[src/rtl/multicycle_shifter.sv]
// Iterative 32-bit SLL/SRA unit. It applies one fixed-distance stage per
// cycle (16, 8, 4, 2, 1), so every operation takes 5 shift cycles.
module multicycle_shifter (
  input  logic        clock,
  input  logic        reset_n,
  input  logic        in_valid,
  output logic        in_ready,
  input  logic [31:0] data_operand,
  input  logic [4:0]  shamt,
  input  logic        op,
  output logic        out_valid,
  input  logic        out_ready,
  output logic [31:0] result,
  output logic        busy
);

  typedef enum logic [1:0] {IDLE, SHIFT, DONE} state_t;

  // Request fields captured at accept time and held for the whole operation.
  typedef struct packed {
    logic [4:0] shamt;
    logic       op;    // 0 = SLL, 1 = SRA
    logic       sign;  // operand bit 31 at accept; the SRA fill value
  } req_t;

  state_t      state, state_nxt;
  req_t        req;
  logic [2:0]  stage;   // 4..0 selects shift distance 16..1
  logic [31:0] work;
  logic [31:0] staged;  // work after the current stage, if that stage is enabled
  logic        fill;

  assign fill = req.op & req.sign;

  // Apply the stage chosen by the counter when its shamt bit is set.
  always_comb begin
    staged = work;
    case (stage)
      3'd4: if (req.shamt[4]) staged = req.op ? {{16{fill}}, work[31:16]} : {work[15:0], 16'b0};
      3'd3: if (req.shamt[3]) staged = req.op ? {{8{fill}},  work[31:8]}  : {work[23:0], 8'b0};
      3'd2: if (req.shamt[2]) staged = req.op ? {{4{fill}},  work[31:4]}  : {work[27:0], 4'b0};
      3'd1: if (req.shamt[1]) staged = req.op ? {{2{fill}},  work[31:2]}  : {work[29:0], 2'b0};
      3'd0: if (req.shamt[0]) staged = req.op ? {fill,       work[31:1]}  : {work[30:0], 1'b0};
      default: staged = work;
    endcase
  end

  // Next-state logic: accept in IDLE, walk all five stages, hold result until taken.
  always_comb begin
    state_nxt = state;
    case (state)
      IDLE:    if (in_valid)        state_nxt = SHIFT;
      SHIFT:   if (stage == 3'd0)   state_nxt = DONE;
      DONE:    if (out_ready)       state_nxt = IDLE;
      default:                      state_nxt = IDLE;
    endcase
  end

  // State register.
  always_ff @(posedge clock or negedge reset_n) begin
    if (!reset_n) state <= IDLE;
    else          state <= state_nxt;
  end

  // Operand capture on accept and per-stage update of the working register.
  always_ff @(posedge clock or negedge reset_n) begin
    if (!reset_n) begin
      work  <= '0;
      req   <= '0;
      stage <= '0;
    end else begin
      case (state)
        IDLE: if (in_valid) begin
          work  <= data_operand;
          req   <= '{shamt: shamt, op: op, sign: data_operand[31]};
          stage <= 3'd4;
        end
        SHIFT: begin
          work <= staged;
          if (stage != 3'd0) stage <= stage - 3'd1;
        end
        default: ;
      endcase
    end
  end

  assign in_ready  = (state == IDLE);
  assign out_valid = (state == DONE);
  assign busy      = (state != IDLE);
  assign result    = work;

endmodule

[config.mk]
export PLATFORM = sky130hd
export DESIGN_NAME = multicycle_shifter
export DESIGN_NICKNAME = d
export VERILOG_FILES = /design/src/rtl/multicycle_shifter.sv
export SDC_FILE = /design/constraint.sdc
export NUM_CORES = 1
export LEC_CHECK = 0
export CORE_AREA = 8 8 99 101
export CTS_BUF_LIST = sky130_fd_sc_hd__clkbuf_2
export DETAILED_ROUTE_END_ITERATION = 10
export DIE_AREA = 0 0 107 109
export PLACE_DENSITY_LB_ADDON = 0.15
export SLEW_MARGIN = 20
export SYNTH_ARGS = -nofsm -noshare
export SYNTH_HDL_FRONTEND = slang
export SYNTH_SLANG_ARGS = --single-unit
export TNS_END_PERCENT = 50
[constraint.sdc]
create_clock -name clock -period 2.1 [get_ports clock]
set_input_delay 0.21 -clock clock [delete_from_list [all_inputs] [get_ports clock]]
set_output_delay 0.21 -clock clock [all_outputs]
set_load 0.005 [all_outputs]
Yosys cells after proc, flatten, opt, wreduce, memory -nomap -nowiden
Index checks and enable logic that the tools add are counted.
{"block": "op_classes", "eq_ne": 16, "n_reduce_logical": 9, "n_mux": 20, "addsub": 1, "n_bitwise": 1}
{"op": "two-way mux 32 bit", "n": 11}
{"op": "one-hot mux 32 bit (5 select lines)", "n": 1}
{"op": "one-hot mux 32 bit (2 select lines)", "n": 1}
{"op": "inequality test 3 bit (second input constant)", "n": 5}
{"op": "AND reduction 8 bit", "n": 1}
{"op": "equality test 3 x 2 -> 1 bit (second input constant)", "n": 2}
{"op": "two-way mux 2 bit", "n": 3}
{"op": "two-way mux 3 bit", "n": 2}
{"op": "inequality test 2 bit (second input constant)", "n": 3}
{"op": "inequality test 6 x 2 -> 1 bit (second input constant)", "n": 1}
{"op": "one-hot mux 2 bit (3 select lines)", "n": 1}
{"op": "one-hot mux 3 bit (2 select lines)", "n": 1}
{"op": "AND reduction 3 bit", "n": 2}
{"op": "nonzero test 2 bit", "n": 2}
{"op": "equality test 3 x 1 -> 1 bit (second input constant)", "n": 1}
{"op": "equality test 3 bit (second input constant)", "n": 1}
{"op": "logical NOT 3 bit", "n": 1}
{"op": "nonzero test 3 bit", "n": 1}
{"op": "subtractor 3 x 1 -> 3 bit (second input constant)", "n": 1}
{"op": "equality test 2 x 1 -> 1 bit (second input constant)", "n": 1}
{"op": "equality test 2 bit (second input constant)", "n": 1}
{"op": "logical NOT 2 bit", "n": 1}
{"op": "inequality test 2 x 1 -> 1 bit (second input constant)", "n": 1}
{"op": "AND reduction 2 bit", "n": 1}
{"op": "bitwise AND 1 bit", "n": 1}
{"block": "totals", "register_bits": 44, "output_inout_bits": 35, "elab_cells": 53, "inputBits": 42}

Logic depth before layout (Yosys ltp)
{"block": "depth", "ltp_word": 5, "depth_mapped": 10, "mapped_depth_nobuf": 7}

Worst setup path after synthesis
OpenSTA, ideal clock, no wires.
{"block": "synth_timing", "kind": "register to register", "startpoint": "register stage[0]", "endpoint": "register work[16], in the netlist result[16]", "synth_period_minus_slack_ns": 2.110, "slack_ns": -0.010, "setup_time_ns": 0.125, "path_buffers": 1, "path_stages_with_launch": 9, "t_required_ns": 1.975, "arrival_ns": 1.985, "path_cell_list": "dfrtp_1 -> inv_1 -> ha_1 -> buf_2 -> nor4_4 -> or2_1 -> a211o_1 -> o32a_1 -> mux2_4"}
{"block": "synth_via", "elab_chain_len": 3, "elab_cells_between_ends": 14, "classes_between": "eq/ne: 10; mux: 2; reduce/logical: 2"}
{"element": "start, declared", "line": "28", "source": "logic [2:0] stage;"}
{"element": "start signal, assigned", "line": "80", "source": "if (stage != 3'd0) stage <= stage - 3'd1;"}
{"element": "equality test 3 x 1 -> 1 bit (tied with other cells)", "line": "38", "source": "case (stage)"}
{"element": "inequality test 6 x 2 -> 1 bit (no source line) (tied with other cells)"}
{"element": "AND reduction 8 bit (no source line) / one-hot mux 32 bit (2 select lines) (equally long branches)"}
{"element": "end signal, assigned", "line": "74", "source": "work <= data_operand;"}
{"element": "end signal, assigned", "line": "79", "source": "work <= staged;"}
{"element": "end, declared", "line": "29", "source": "logic [31:0] work;"}
Parallel ways exist; a longest one is shown, timed or not.
A chain may end at the register's enable or synchronous reset.

Worst setup path after layout
{"block": "layout_timing", "startpoint": "register req[1] in the netlist's numbering", "endpoint": "register work[11], in the netlist result[11]"}
{"block": "layout_via", "elab_chain_len": 4, "elab_cells_between_ends": 12, "classes_between": "mux: 12"}
{"element": "start, declared", "line": "27", "source": "req_t req;"}
{"element": "start signal, assigned", "line": "75", "source": "req <= '{shamt: shamt, op: op, sign: data_operand[31]};"}
{"element": "two-way mux 32 bit (on tied branches) (2 in series)"}
{"element": "one-hot mux 32 bit (5 select lines) *", "line": "38"}
{"element": "one-hot mux 32 bit (2 select lines) *", "line": "72", "source": "case (state)"}
Mark *: on every way between the ends. The rest lies on a longest branch, timed or not. The select of a mux whose other input is x is not followed.

==> summary.md <==
| Metric | Value |
|---|---|
| Post-synth top cells | `a21oi_1, o21ai_0, nand2_1, dfrtp_1, mux2_2` |
| Mapped cell area | `3920 um^2` |
| Cells after Synth | `504` |
| Via density | `6.42` |
| ANT nets after route | `0` |
| Initial antenna violation count | `0` |
| Area grow syn2layout | `37.3%` |
| Mux cell area share after synthesis | `9.93%` |
| Setup TNS | `-0.254 ns` |
| Slew HR | `46.2%` |
| Port-buffer cells | `76` |
| Final core occ | `64.2%` |
| DRC violations left | `0` |
| CP endpoint kind | `flop` |
| Filler instances | `717` |
| Setup CP Type | `reg2reg` |
| TritonRoute pass-1 iters | `5` |
| Via count | `4,575` |
| CP Data Arrival Time | `2.57 ns` |
| Nets | `651` |
| Largest net degree at the start of global routing | `38` |
| Main combinational cell family by area after synthesis | `compound AO/OA/AOI/OAI gates` |
| CTS tree | `built` |
| GR Util All Layers | `27.5%` |
| Initial core utilization | `46.7%` |
| Post-DP HPWL | `11.8 mm` |
| CTS clk-pin slew, worst paths | `0.27 ns` |
| Synth unique cells | `45` |
| Status | `complete, but fails checks` |
| Final GP Congestion | `0.990` |
| Clk root buf | `clkbuf_2` |
| Asr flop ratio synth | `100%` |
| Final Hold Viols | `0` |
| Seq/Total Area, Yosys | `28.1%` |
| Fin area | `5380 um^2` |
| First-pass GRT wire length | `25.1 mm` |
| Failing checks | `negative setup slack` |
| Power, Total | `10.4 mW` |
| Die ar. | `11,700 um^2` |
| Setup WS post-layout | `-0.101 ns` |
| Ports | `77` |
| Measured slew at the worst slew-check pin | `0.807 ns` |
| Min cycle time layout | `2.20 ns` |
| Hold_sp | `op` |
| 1st-iter DRT viols | `441` |
| Post-Syn Area per Cell | `7.77 um^2` |
| Syn nets | `551` |
| N_diodes | `0` |
| H-tree depth | `2` |
| Top cells by area, synth | `dfrtp_1, a21oi_1, o21ai_0` |
| Worst-path maximum fanout | `22` |
| Number of synthesized flops with an enable pin | `0` |
| Fmax | `0.454 GHz` |
| Die height | `109 um` |
| Top cell type's share of synthesized area | `28.1%` |
| Warnings from Yosys | `0` |
| Routed length per placed instance | `22.8 um` |
| Unrepaired setup endpoints after global routing | `true` |
| Total clock sinks | `44` |
| Num CTS Buffers | `5` |
| Endpoints failing setup | `7` |
| Post-Synth XOR/XNOR Area | `0%` |
| Top_reg_cell synth | `dfrtp_1` |
| Vias in the first global route | `4,525` |
| GRT overflow | `0` |
| Core ar. | `8380 um^2` |
| Simple-Gate Fraction of Synth Area | `21.1%` |
| Most frequent cell after synthesis | `a21oi_1` |
| Worst IR drop on VDD | `1.16 mV` |
| Final Max Slew Viols | `0` |
| Dominant cell type by area after synthesis | `dfrtp_1` |
| Width of the die | `107 um` |
| Fraction of layout cells with a size suffix above 1 | `20.2%` |
| FP Rows | `34` |
| Startpoint Class | `flop` |
| Placed inst area | `5080 um^2` |
| Leakage | `2.14 nW` |
| HP Class | `in2reg` |
| Area share of fa/ha/maj cells after synthesis | `1.60%` |
| Max_cap viols | `0` |
| Synth Register Bits | `44` |
| Buffer depth of the longest clock path | `2` |
| Crit path launch | `req[1]$_DFFE_PN0P_` |
| R2r startpoint | `req[1]$_DFFE_PN0P_` |
| Period utilization | `105%` |
| Skew-Pair Late Insertion Delay | `0.44 ns` |
| Routed WL | `16.3 mm` |
| Clk_skew | `0.0129 ns` |
| PD cells | `1930 nW/um^2` |
| Data required time at the worst endpoint | `2.47 ns` |
| Post-synthesis compound-gate area fraction | `32.0%` |
## per-stage QoR
| stage | setup slack (ns) | instances | hold WS (ns) |
|---|---|---|---|
| 6_report | -0.101 | 713 | 0.292 |
| 5_1_grt | -0.117 | 713 | 0.317 |
| 4_1_cts | -0.00963 | 709 | 0.268 |
| 3_5_place_dp | -0.104 | 697 | 0.337 |
| 3_3_place_gp | -0.0864 | 697 | 0.322 |
| 2_1_floorplan | 0.00614 | 504 | -0.0856 |
## worst paths after layout
check	to	slack, ns	cells past startpoint
min in group asynchronous	result[4]$_DFFE_PN0P_	0.33	2
worst min register to register	req[2]$_DFFE_PN0P_	0.56	1
worst min-delay path	req[1]$_DFFE_PN0P_	0.29	3
max in group asynchronous	result[23]$_DFFE_PN0P_	1.05	3
worst max register to register	result[11]$_DFFE_PN0P_	-0.10	6
worst max-delay path	result[11]$_DFFE_PN0P_	-0.10	6
## report_power, final
part | internal (mW) | total, mW | switching, mW
Sequential | 1.31 | 2.02 | 0.708
Clock | 0.198 | 0.530 | 0.332
Combinational | 3.80 | 7.81 | 4.01
Total | 5.31 | 10.4 | 5.05
## registers in the layout, indices dropped and copies added, names as in the netlist
signal,flops
req,7
result,32
stage,3
state,2
## what timing repair did
action / 4_1_cts / 5_1_grt
setup buffers: 3 / 5
gates cloned: 0 / 1
hold buffers: 1 / 0
setup endpoints to repair: 32 / 27
pin swaps: 7 / 15
resized for setup: 20 / 14
hold endpoints to repair: 31 / 0
## critical path, cell delays in order, from the launching register on
cell and delay, ns:
dfrtp_2 0.57, buf_12 0.19, nand2b_1 0.29, a21oi_1 0.11
o41ai_1 0.50, o211ai_1 0.17, mux2_2 0.29
## cells by family after synthesis
logic type,after synthesis
AOI/OAI and AO/OA,205
adders and majority gates,5
DFF,44
buffers and inverters,57
muxes,35
and+or+nand+nor,158
## final cells by class
class	instances	area (um^2)	share of cell area, %
clock inverters	3	42.5	0.791
multi-input cells	403	2670	49.7
clock buffers	5	25.0	0.465
inverters	15	58.8	1.09
repair buffers	135	1340	25.0
flip-flops and latches	44	1100	20.5
well taps	108	135	2.51
## cell usage in the layout (no fill, tap or decap), drive strengths merged, types with 2 or more instances in the layout
| cell | Yosys | final |
|---|---|---|
| a211o | 4 | 4 |
| a211oi | 2 | 2 |
| a21oi | 70 | 70 |
| a22oi | 5 | 5 |
| and2 | 16 | 16 |
| and3 | 4 | 4 |
| buf | 25 | 58 |
| clkbuf | 17 | 6 |
| clkdlybuf4s50 | 0 | 75 |
| dfrtp | 44 | 44 |
| ha | 5 | 5 |
| inv | 15 | 15 |
| mux2 | 28 | 28 |
| mux2i | 7 | 7 |
| nand2 | 60 | 60 |
| nand2b | 22 | 22 |
| nand3 | 19 | 19 |
| nor2 | 6 | 6 |
| nor2b | 26 | 26 |
| nor3 | 2 | 2 |
| o211ai | 9 | 9 |
| o21ai | 62 | 62 |
| o22ai | 15 | 15 |
| o311ai | 8 | 8 |
| o31ai | 3 | 3 |
| o32a | 9 | 9 |
| o41ai | 12 | 12 |
## per-layer routing
| metal | GRT usage [%] | share of wire (%) |
|---|---|---|
| met5 | 0 | 0 |
| met1 | 36.9 | 42 |
| met4 | 11.5 | 3.8 |
| met2 | 43.3 | 45 |
| met3 | 4.14 | 8.8 |
Power figures use the tool's default switching activity.
